===== config.mk =====
export PLATFORM = sky130hd
export DESIGN_NAME = mac_rx_parser
export DESIGN_NICKNAME = d
export VERILOG_FILES = /design/src/rtl/mac_pkg.sv /design/src/rtl/mac_rx_watchdog.sv /design/src/rtl/mac_rx_parser.sv
export SDC_FILE = /design/constraint.sdc
export NUM_CORES = 1
export LEC_CHECK = 0
export ABC_AREA = 1
export CORE_ASPECT_RATIO = 1.1
export CORE_UTILIZATION = 54
export CTS_BUF_LIST = sky130_fd_sc_hd__clkbuf_16
export CTS_CLUSTER_SIZE = 10
export DETAILED_ROUTE_END_ITERATION = 7
export PLACE_DENSITY = 0.85
export RECOVER_POWER = 25
export SYNTH_ARGS = -nofsm -noshare
export SYNTH_HDL_FRONTEND = slang
export SYNTH_SLANG_ARGS = --single-unit
export TNS_END_PERCENT = 100

===== constraint.sdc =====
create_clock -name system_clock -period 5.7 [get_ports system_clock]
set_input_delay 0.855 -clock system_clock [delete_from_list [all_inputs] [get_ports system_clock]]
set_output_delay 0.855 -clock system_clock [all_outputs]
set_load 0.03 [all_outputs]

===== src/rtl/mac_pkg.sv =====
// Shared types and constants for the matrix MAC receive path.
package mac_pkg;

  typedef enum logic [2:0] {
    ST_IDLE,
    ST_DATA,
    ST_SEP,
    ST_LF,
    ST_ERR
  } state_t;

  typedef enum logic [1:0] {
    ERR_BAD_N   = 2'b00,
    ERR_SEP     = 2'b01,
    ERR_UART    = 2'b10,
    ERR_TIMEOUT = 2'b11
  } err_code_t;

  localparam logic [7:0] CHAR_SP = 8'h20;
  localparam logic [7:0] CHAR_CR = 8'h0D;
  localparam logic [7:0] CHAR_LF = 8'h0A;

endpackage


===== src/rtl/mac_rx_watchdog.sv =====
// Inter-byte idle counter; expire is a one-cycle strobe on the stall cycle
// that reaches TIMEOUT_CYCLES. Only built when MAC_RX_TIMEOUT_EN is defined.
module mac_rx_watchdog #(
  parameter int TIMEOUT_CYCLES = 100000
) (
  input  logic system_clock,
  input  logic rst,
  input  logic clock_enable,
  input  logic active,
  input  logic kick,
  output logic expire
);

  localparam int W = $clog2(TIMEOUT_CYCLES + 1);

  logic [W-1:0] idle_cnt;

  assign expire = clock_enable && active && !kick &&
                  (idle_cnt == W'(TIMEOUT_CYCLES - 1));

  always_ff @(posedge system_clock) begin
    if (rst || !active) begin
      idle_cnt <= '0;
    end else if (clock_enable) begin
      if (kick || expire) idle_cnt <= '0;
      else                idle_cnt <= idle_cnt + W'(1);
    end
  end

endmodule


===== src/rtl/mac_rx_parser.sv =====
// Decodes a space/CRLF formatted NxN byte matrix from the UART RX stream into
// linear-address element writes. Optional inter-byte timeout: MAC_RX_TIMEOUT_EN.
module mac_rx_parser
  import mac_pkg::*;
#(
  parameter int MAX_N          = 256,
  parameter int CNT_W          = 17,
  parameter int TIMEOUT_CYCLES = 100000
) (
  input  logic             system_clock,
  input  logic             rst,
  input  logic             clock_enable,
  input  logic             arm,
  input  logic [14:0]      num_bytes,
  input  logic             rx_valid,
  input  logic [7:0]       rx_data,
  input  logic             rx_frame_err,
  output logic             wr_en,
  output logic [CNT_W-1:0] wr_addr,
  output logic [7:0]       wr_data,
  output logic             busy,
  output logic             done,
  output logic             err,
  output logic [1:0]       err_code,
  output logic [CNT_W-1:0] data_counter,
  output logic [7:0]       line_counter,
  output state_t           fsm_state
);

  state_t            state;
  err_code_t         err_cause;
  logic [CNT_W-1:0]  n_reg;
  logic [CNT_W-1:0]  total;
  logic [CNT_W-1:0]  col;
  logic              accepted;
  logic              timeout_hit;
  logic              bad_n;

  assign accepted  = rx_valid && clock_enable;
  assign bad_n     = (num_bytes == '0) || (num_bytes > 15'(MAX_N));
  assign err_code  = err_cause;
  assign fsm_state = state;

`ifdef MAC_RX_TIMEOUT_EN
  mac_rx_watchdog #(
    .TIMEOUT_CYCLES(TIMEOUT_CYCLES)
  ) u_watchdog (
    .system_clock (system_clock),
    .rst          (rst),
    .clock_enable (clock_enable),
    .active       (busy),
    .kick         (accepted),
    .expire       (timeout_hit)
  );
`else
  // Without the watchdog a frame may stall forever; a zero timeout never fires either.
  assign timeout_hit = (TIMEOUT_CYCLES < 0);
`endif

  always_ff @(posedge system_clock) begin
    if (rst) begin
      state        <= ST_IDLE;
      err_cause    <= ERR_BAD_N;
      n_reg        <= '0;
      total        <= '0;
      col          <= '0;
      wr_en        <= 1'b0;
      wr_addr      <= '0;
      wr_data      <= '0;
      busy         <= 1'b0;
      done         <= 1'b0;
      err          <= 1'b0;
      data_counter <= '0;
      line_counter <= '0;
    end else begin
      wr_en <= 1'b0;
      done  <= 1'b0;
      if (clock_enable) begin
        case (state)
          ST_IDLE, ST_ERR: begin
            if (arm && bad_n) begin
              err       <= 1'b1;
              err_cause <= ERR_BAD_N;
              state     <= ST_IDLE;
            end else if (arm) begin
              n_reg        <= CNT_W'(num_bytes);
              total        <= CNT_W'(num_bytes) * CNT_W'(num_bytes);
              data_counter <= '0;
              line_counter <= '0;
              col          <= '0;
              err          <= 1'b0;
              err_cause    <= ERR_BAD_N;
              busy         <= 1'b1;
              state        <= ST_DATA;
            end
          end
          default: begin
            if (timeout_hit) begin
              err       <= 1'b1;
              err_cause <= ERR_TIMEOUT;
              busy      <= 1'b0;
              state     <= ST_ERR;
            end else if (accepted && rx_frame_err) begin
              err       <= 1'b1;
              err_cause <= ERR_UART;
              busy      <= 1'b0;
              state     <= ST_ERR;
            end else if (accepted) begin
              case (state)
                ST_DATA: begin
                  // Element bytes are opaque: separator codes are legal data here.
                  wr_en        <= 1'b1;
                  wr_addr      <= data_counter;
                  wr_data      <= rx_data;
                  data_counter <= data_counter + CNT_W'(1);
                  col          <= (col == n_reg - CNT_W'(1)) ? '0 : col + CNT_W'(1);
                  if (n_reg == CNT_W'(1)) begin
                    done  <= 1'b1;
                    busy  <= 1'b0;
                    state <= ST_IDLE;
                  end else begin
                    state <= ST_SEP;
                  end
                end
                ST_SEP: begin
                  if (col != '0 && rx_data == CHAR_SP) begin
                    state <= ST_DATA;
                  end else if (col == '0 && rx_data == CHAR_CR) begin
                    state <= ST_LF;
                  end else begin
                    err       <= 1'b1;
                    err_cause <= ERR_SEP;
                    busy      <= 1'b0;
                    state     <= ST_ERR;
                  end
                end
                ST_LF: begin
                  if (rx_data == CHAR_LF) begin
                    line_counter <= line_counter + 8'd1;
                    if (data_counter == total) begin
                      done  <= 1'b1;
                      busy  <= 1'b0;
                      state <= ST_IDLE;
                    end else begin
                      state <= ST_DATA;
                    end
                  end else begin
                    err       <= 1'b1;
                    err_cause <= ERR_SEP;
                    busy      <= 1'b0;
                    state     <= ST_ERR;
                  end
                end
                default: state <= ST_IDLE;
              endcase
            end
          end
        endcase
      end
    end
  end

endmodule


* After elaboration in Yosys (flattened, before gate mapping) *
Cells that the tools add are included.
W data, S select, Z words.

word-level totals
  flip-flop bits (word level) = 108
  memories kept = 0
  logic and storage cells = 132
  memory bits (read-only) = 0
  latch bits = 0
  output and inout bits = 59
  RAM bits = 0

operators by class
  order comparisons = 1
  shifts and indexed selects = 0
  eq/ne operators = 19
  mux-type cells = 63
  add/subtract/negate cells = 4
  divide/modulo/power cells = 0
  multiply operators = 1
  reduce and logical (&&, ||, !) cells = 26
  bitwise logic cells = 5

operators with widths
  operator                 number
  $mux W17                 11
  $mux W8                  7
  $add A17 B1 Y17 const B  2
  $eq A17 B17 Y1           2
  $mux W3                  8
  $mux W1                  23
  $mux W2                  9
  $logic_not A17 Y1        1
  $mul A15 B15 Y17         1
  $reduce_bool A17 Y1      1
  $eq A8 B4 Y1 const B     2
  $sub A15 B1 Y16 const B  1
  $eq A15 B1 Y1 const B    1
  $gt A15 B9 Y1 const B    1
  $logic_not A15 Y1        1
  $reduce_and A7 Y1        2
  $ne A4 B4 Y1 const B     3
  $pmux W3 S3              1
  $reduce_and A9 Y1        1
  $add A8 B1 Y8 const B    1
  $eq A8 B6 Y1 const B     1
  $reduce_bool A2 Y1       4
  $eq A3 B2 Y1 const B     2
  $reduce_and A6 Y1        1
  other kinds (22)         32

* Longest topological paths before layout *
Gate-level depths: netlist of run 1.

  word-level depth = 8
  depth in mapped cells = 28
  gate-level depth less buffers = 26

* Worst setup path before layout of run 1 *
Ideal clock, no wire load.

  path kind = in2reg
  start = in num_bytes[1]
  end = reg total[16]
  buffers on the path = 2
  slack = -0.172 ns
  stages = 28
  data arrival time = 5.763 ns
  cell sequence = clkbuf_2 clkbuf_1 nand2_1 inv_1 fa_1 inv_1 fa_1 inv_1 fa_1 inv_1 fa_1 inv_1 fa_1 inv_1 fa_1 inv_1 ha_1 nand2_1 nor2_1 nand3_1 nand3_1 nand2_1 o21ai_0 inv_1 nand3_1 nand3_1 nand2_1 inv_1

between the ends
  word-level cells in the longest chain between the ends = 5

ends and longest elaborated chain
  element                                                   RTL line             source
  start, declared                                           mac_rx_parser.sv:14  input logic [14:0] num_bytes,
  branches (longest 5 deep; another with $mul A15 B15 Y17)  n/a
  end signal, assigned                                      mac_rx_parser.sv:87  total <= CNT_W'(num_bytes) * CNT_W'(num_bytes);
  end, declared                                             mac_rx_parser.sv:33  logic [CNT_W-1:0] total;

Parallel ways; which one is timed is not known.
A chain may end at the register's enable or synchronous reset.

* Worst setup path after layout of run 1 *
  start = in num_bytes[5]
  end = reg total[16]

Same word-level chain as after synthesis.

==> flow_summary.ini, run 1 <==
[outcome]
outcome = finished, final reports clean

[drt]
drc = 0
num_vias = 8885
wl_per_cell_um = 14.5
avgViaCountPerCell = 5.29
dr.pass1.iters = 5
routed_wl_um = 24300
drt-initial-drc-count = 663
antenna_left = 0

[run]
cap_viol_max_count = 0

[synthesis]
syn_area_per_cell_um2 = 7.05
ys_types = 44
yosysSeqAreaShare_pct = 22.8
synthArstFlopShare_pct = 0
synth_enable_flop_cells = 0
synth_area_mm2 = 0.00930
yosysWarnings = 0
synthFlopType = dfxtp_1
syn_nets = 1476
syn_inst = 1320
synth-seq-cells = 106

[power_and_ir_drop]
power_frac_clock_pct = 12.7
switching_share_pct = 45.8
internal-power_uw = 2710
power.switching_uw = 2290
irDropWorstVdd_mv = 0.688
power_leakage_uw = 0.00553
seqPwrFrac_pct = 15.8
combPwrFrac_pct = 71.5
p_per_area_mw_per_mm2 = 445

[clock_tree]
clk-insertion-delay-late_ns = 0.36
cts-htree-levels = 3
clock_path_buffers = 2
cts_sinks = 106
root_buffer = clkbuf_16
cts_tree = done
post_cts_buffers = 0
clk_pin_slew_ns = 0.08
hold_buffers = 0
numCtsBuffers = 9

[global_routing]
antenna_found_initial = 0
grt.overflow.total = 0
globalRouteTotalUtil_pct = 28.3
grt_pass1_wl_um = 40700
grt_pass1_vias = 8874
grt_start_max_net_pins = 43

[finish]
num_antenna_cells = 0
drive_above_1_share_pct = 11.7
mostFrequentLayoutCells = nand2_1, inv_1, nor2_1
fin_util_pct = 67.6
areaGrowthSynthToFinish_pct = 20.7
fill_cells = 1340
largestRegisters = col (17), data_counter (17), wr_addr (17)
nNetsFinal = 1602
layout_commonest_cell = nand2_1

[place]
hpwlAfterDp_um = 18800
gp_congestion = 0.917
io_buffers = 87
detailedPlace.worstSlack_ns = -0.595

[timing]
tightest_slew_ns = 1.10
setup_violations = 0
slew_violations = 0
fmax_mhz = 180
fin_crit_sh_pct = 97.4
hold_viol = 0
setup_ws_ns = 0.147
fin_worst_skew_ns = 0.00791
period_needed_ns = 5.55
slew_headroom_pct = 26.7

[worst_setup_path]
path_class = primary input to flop
crit_path_start_kind = primary input
crit_start = num_bytes[5]
worstPathCellList = clkdlybuf4s15_1 -> buf_4 -> nand2_1 -> inv_1 -> fa_1 -> fa_1 -> inv_1 -> fa_1 -> fa_1 -> inv_1 -> fa_1 -> inv_1 -> fa_1 -> inv_1 -> ha_4 -> nand2_2 -> nor2_2 -> a211oi_2 -> o21ai_2 -> inv_1 -> nand3_2 -> nand3_2 -> nand2_1 -> inv_1
critical_path.max_fanout = 6
worst_r2r_path_depth = 8
slowest_stage = fa_1
critPathMaxStageDelay_ns = 0.57
worstPathArrival_ns = 5.87
r2r_start = fsm_state[0]
critPathCapture = total[16]
path_common_cell = inv_1
r2r_end = wr_addr[2]
crit_required_ns = 6.01
worstSetupEndpointType = flop
reg2reg_slack_ns = 2.02

[floorplanning]
ios = 88
row_count = 49
core_mm2 = 0.0166
dieArea_mm2 = 0.0178
initial_core_util_pct = 56.0
fp.dieW_um = 127
die_h_um = 140

[worst_hold_path]
hp-class = flop to flop
-- per-layer routing --
| metal | share of wire [%] | wire length (µm) | vias to the layer above | global-route usage (%) |
|---|---|---|---|---|
| li1 | - | - | 4350 | - |
| met1 | 40 | 9660 | 4175 | 33.1 |
| met2 | 52 | 12700 | 305 | 51.5 |
| met3 | 5.3 | 1280 | 55 | 3.92 |
| met4 | 2.9 | 714 | 0 | 11.8 |
| met5 | 0 | 0 | - | 0 |
-- stage by stage --
step | hold WS [ns] | area [µm²] | power [µW] | instances | TNS [ns]
3_3_place_gp | 0.438 | 10800 | 3560 | 1664 | -2.75
6_report | 0.470 | 11200 | 4990 | 1680 | 0
3_5_place_dp | 0.464 | 10800 | 3690 | 1664 | -3.52
5_1_grt | 0.499 | 11200 | 5480 | 1680 | -0.0779
2_1_floorplan | 0.444 | 9360 | 2780 | 1320 | 0
4_1_cts | 0.476 | 11100 | 4420 | 1680 | 0
-- power groups by stage --
stage	Combinational [µW]	Sequential, µW	Clock [µW]
2_1_floorplan	1960	818	0
3_3_place_gp	2760	805	0
3_5_place_dp	2890	806	0
4_1_cts	2990	789	640
5_1_grt	4020	792	669
6_report	3570	789	633
-- cell type report --
class	instances	area, µm²	share of cell area, %
Timing Repair Buffer	158	1370	12.2
Inverter	265	995	8.86
Clock inverter	7	80.1	0.713
Multi-Input combinational cell	906	6150	54.8
Clock buffer	9	225	2.01
Tap cell	229	287	2.55
Sequential cell	106	2120	18.9
-- synth_stat cells, types with 3 or more instances --
library cell / count / share of area, %
nand2_1: 263 / 11
or2_2: 3 / 0.20
clkbuf_1: 24 / 0.97
a21o_1: 3 / 0.24
nand3_2: 3 / 0.32
nor2_4: 3 / 0.36
fa_1: 77 / 17
nand3_1: 74 / 4.0
buf_6: 5 / 0.61
nand2_2: 5 / 0.34
nor3_1: 21 / 1.1
o21ai_0: 69 / 3.7
xor2_1: 34 / 3.2
o2111ai_1: 3 / 0.28
nor2_1: 138 / 5.6
a21oi_1: 78 / 4.2
nor3b_1: 4 / 0.32
dfxtp_1: 106 / 23
xnor2_1: 23 / 2.2
inv_1: 257 / 10
buf_2: 12 / 0.65
inv_2: 8 / 0.32
nand4_1: 24 / 1.6
nor4_1: 6 / 0.40
nor2_2: 4 / 0.27
o21ai_1: 3 / 0.16
ha_1: 50 / 6.7
-- how the worst min path moves through the flow --
stage	startpoint	endpoint	slack, ns	cells after the start
floorplan	total[4]	total[4]	0.44	2
global placement	err	err	0.44	2
detailed placement	err_code[0]	err_code[0]	0.46	2
CTS	err_code[0]	err_code[0]	0.48	2
global route	err	err	0.50	2
finish	err_code[0]	err_code[0]	0.47	2
-- what timing repair did --
item | in CTS | in global routing
pin swaps | 5 | 24
cloned | 0 | 0
gates resized for setup | 24 | 58
endpoints found under the setup margin | 7 | 6
-- cells by family after synthesis --
| family | Yosys count | share of synthesized area (%) |
|---|---|---|
| AOI/OAI and AO/OA | 167 | 9.66 |
| xor gates and xnor gates | 57 | 5.37 |
| and+or+nand+nor | 555 | 25.8 |
| DFF | 106 | 22.8 |
| adders and majority gates | 127 | 23.3 |
| buffers and inverters | 308 | 13.0 |
-- critical path, delay by kind of cell --
family | cells | cell delay (ns)
buffers and inverters | 9 | 0.83
AOI/OAI and AO/OA | 2 | 0.33
adders and majority gates | 7 | 3.38
and+or+nand+nor | 6 | 0.46
(Power assumes the default switching activity.)
==> run 2: changes to the inputs <==
--- a/config.mk
+++ b/config.mk
@@ -11,6 +11,7 @@
 export CTS_BUF_LIST = sky130_fd_sc_hd__clkbuf_16
 export CTS_CLUSTER_SIZE = 10
 export DETAILED_ROUTE_END_ITERATION = 7
+export GPL_ROUTABILITY_DRIVEN = 0
 export PLACE_DENSITY = 0.85
 export RECOVER_POWER = 25
 export SYNTH_ARGS = -nofsm -noshare
==> run 2 against run 1 <==
  * Die area is the same
  * Flip-flop and latch count did not move
  * Hold slack got worse by 0.013 ns
  * Register-to-register slack improved by 0.22 ns
  * Cell area about the same
  * Cell count about the same
  * Utilization hardly changed
  * Largest cell class unchanged
  * Highest routed layer unchanged
==> flow_summary.ini, run 2 (synthesis results as in run 1) <==
[outcome]
outcome = finished, final reports clean

[clock_tree]
clk-insertion-delay-late_ns = 0.36
root_buffer = clkbuf_16
clk_pin_slew_ns = 0.08
cts_sinks = 106
clock_path_buffers = 2
cts-htree-levels = 3
hold_buffers = 0
numCtsBuffers = 9
cts_tree = done

[worst_setup_path]
critPathMaxStageDelay_ns = 0.56
worstSetupEndpointType = flop
worstPathCellList = dlygate4sd2_1 -> buf_4 -> nand2_2 -> inv_1 -> fa_1 -> inv_1 -> fa_1 -> inv_1 -> fa_1 -> fa_1 -> fa_1 -> inv_1 -> fa_1 -> inv_1 -> ha_4 -> nand2_1 -> inv_2 -> nand2_2 -> o21ai_2 -> inv_1 -> nand3_1 -> nand3_1 -> nand2_1 -> inv_1
critical_path.max_fanout = 4
r2r_end = data_counter[5]
path_common_cell = inv_1
crit_required_ns = 5.96
path_class = primary input to flop
worstPathArrival_ns = 5.87
reg2reg_slack_ns = 2.24
r2r_start = fsm_state[0]
slowest_stage = fa_1
crit_path_start_kind = primary input
worst_r2r_path_depth = 11

[drt]
antenna_left = 0
drc = 0
wl_per_cell_um = 14.6
num_vias = 8996
drt-initial-drc-count = 655
routed_wl_um = 24600
avgViaCountPerCell = 5.35
dr.pass1.iters = 5

[floorplanning]
fp.dieW_um = 127
die_h_um = 140
initial_core_util_pct = 56.0
dieArea_mm2 = 0.0178
ios = 88
row_count = 49
core_mm2 = 0.0166

[finish]
layout_commonest_cell = nand2_1
seq_area_mm2 = 0.00212
multi_input_area_mm2 = 0.00614
nNetsFinal = 1603
mostFrequentLayoutCells = nand2_1, inv_1, nor2_1
largestRegisters = col (17), data_counter (17), wr_addr (17)
fill_cells = 1285
areaGrowthSynthToFinish_pct = 20.7
num_antenna_cells = 0
drive_above_1_share_pct = 11.4
final_cell_area_mm2 = 0.0112
fin_util_pct = 67.6

[place]
post_dp_cell_area_mm2 = 0.0108
hpwlAfterDp_um = 18900
io_buffers = 87

[timing]
fmax_mhz = 178
rsz0062_at_grt = true
fin_worst_skew_ns = 0.0135
setup_violations = 0
setup_tns_ns = 0
period_needed_ns = 5.61
fin_crit_sh_pct = 98.5
slew_violations = 0
hold_viol = 0
slew_headroom_pct = 18.3
tightest_slew_ns = 1.22

[global_routing]
grt_pass1_vias = 8730
globalRouteTotalUtil_pct = 28.1
grt.overflow.total = 0
grt_start_max_net_pins = 43
grt_pass1_wl_um = 40300
antenna_found_initial = 0

[power_and_ir_drop]
power_uw = 4970
power_leakage_uw = 0.00554
p_per_area_mw_per_mm2 = 443
irDropWorstVdd_mv = 0.641

[run]
cap_viol_max_count = 0

[worst_hold_path]
min_to = err
hp-class = flop to flop
whs_path_depth = 2
min-delay-start = err
## run 2: through the flow
step           instances  hold WS, ns  worst slack, ns
2_1_floorplan       1320        0.444           0.0174
3_3_place_gp        1663        0.439           -0.466
3_5_place_dp        1663        0.448           -0.674
4_1_cts             1681        0.459           0.0639
5_1_grt             1681        0.486           -0.112
6_report            1681        0.457           0.0863
## run 2: worst max path at each step
stage / start / end / slack, ns / cells after the start
final: num_bytes[7] / total[16] / 0.09 / 24
after global routing: num_bytes[7] / total[16] / -0.11 / 24
after CTS: num_bytes[12] / total[16] / 0.06 / 23
after detailed placement: num_bytes[1] / total[16] / -0.67 / 23
after global placement: num_bytes[1] / total[16] / -0.47 / 23
after floorplan: num_bytes[3] / total[16] / 0.02 / 23
## run 2: where the power goes
part	total, µW	switching [µW]	internal, µW
registers	788	22.8	765
clock network	634	319	315
logic	3550	1910	1630
## run 2: worst max-delay path, delay by kind of cell
| kind | cells | cell delay, ns |
|---|---|---|
| AO/OA/AOI/OAI | 1 | 0.15 |
| adder cells (fa/ha/maj) | 7 | 3.42 |
| buffers and inverters | 10 | 0.95 |
| AND/OR/NAND/NOR | 6 | 0.47 |
## run 2: repair_timing
| action | in CTS | in global routing |
|---|---|---|
| endpoints found under the setup margin | 6 | 6 |
| setup buffers | 2 | 0 |
| pin swaps | 10 | 19 |
| resized for setup | 24 | 39 |
## run 2: per-layer routing
metal	global-route usage (%)	vias up	routed length [µm]
met2	51.3	321	12700
met1	32.3	4236	9550
li1	-	4345	-
met5	0	-	0
met3	4.81	94	1320
met4	11.3	0	996
## run 2: cell type report
| type | count | area share [%] |
|---|---|---|
| inverter | 265 | 8.86 |
| clock inverter | 7 | 0.702 |
| tap | 229 | 2.55 |
| sequential | 106 | 18.9 |
| timing repair buffer | 159 | 12.3 |
| clock buffer | 9 | 2.01 |
| multi-input combinational | 906 | 54.7 |
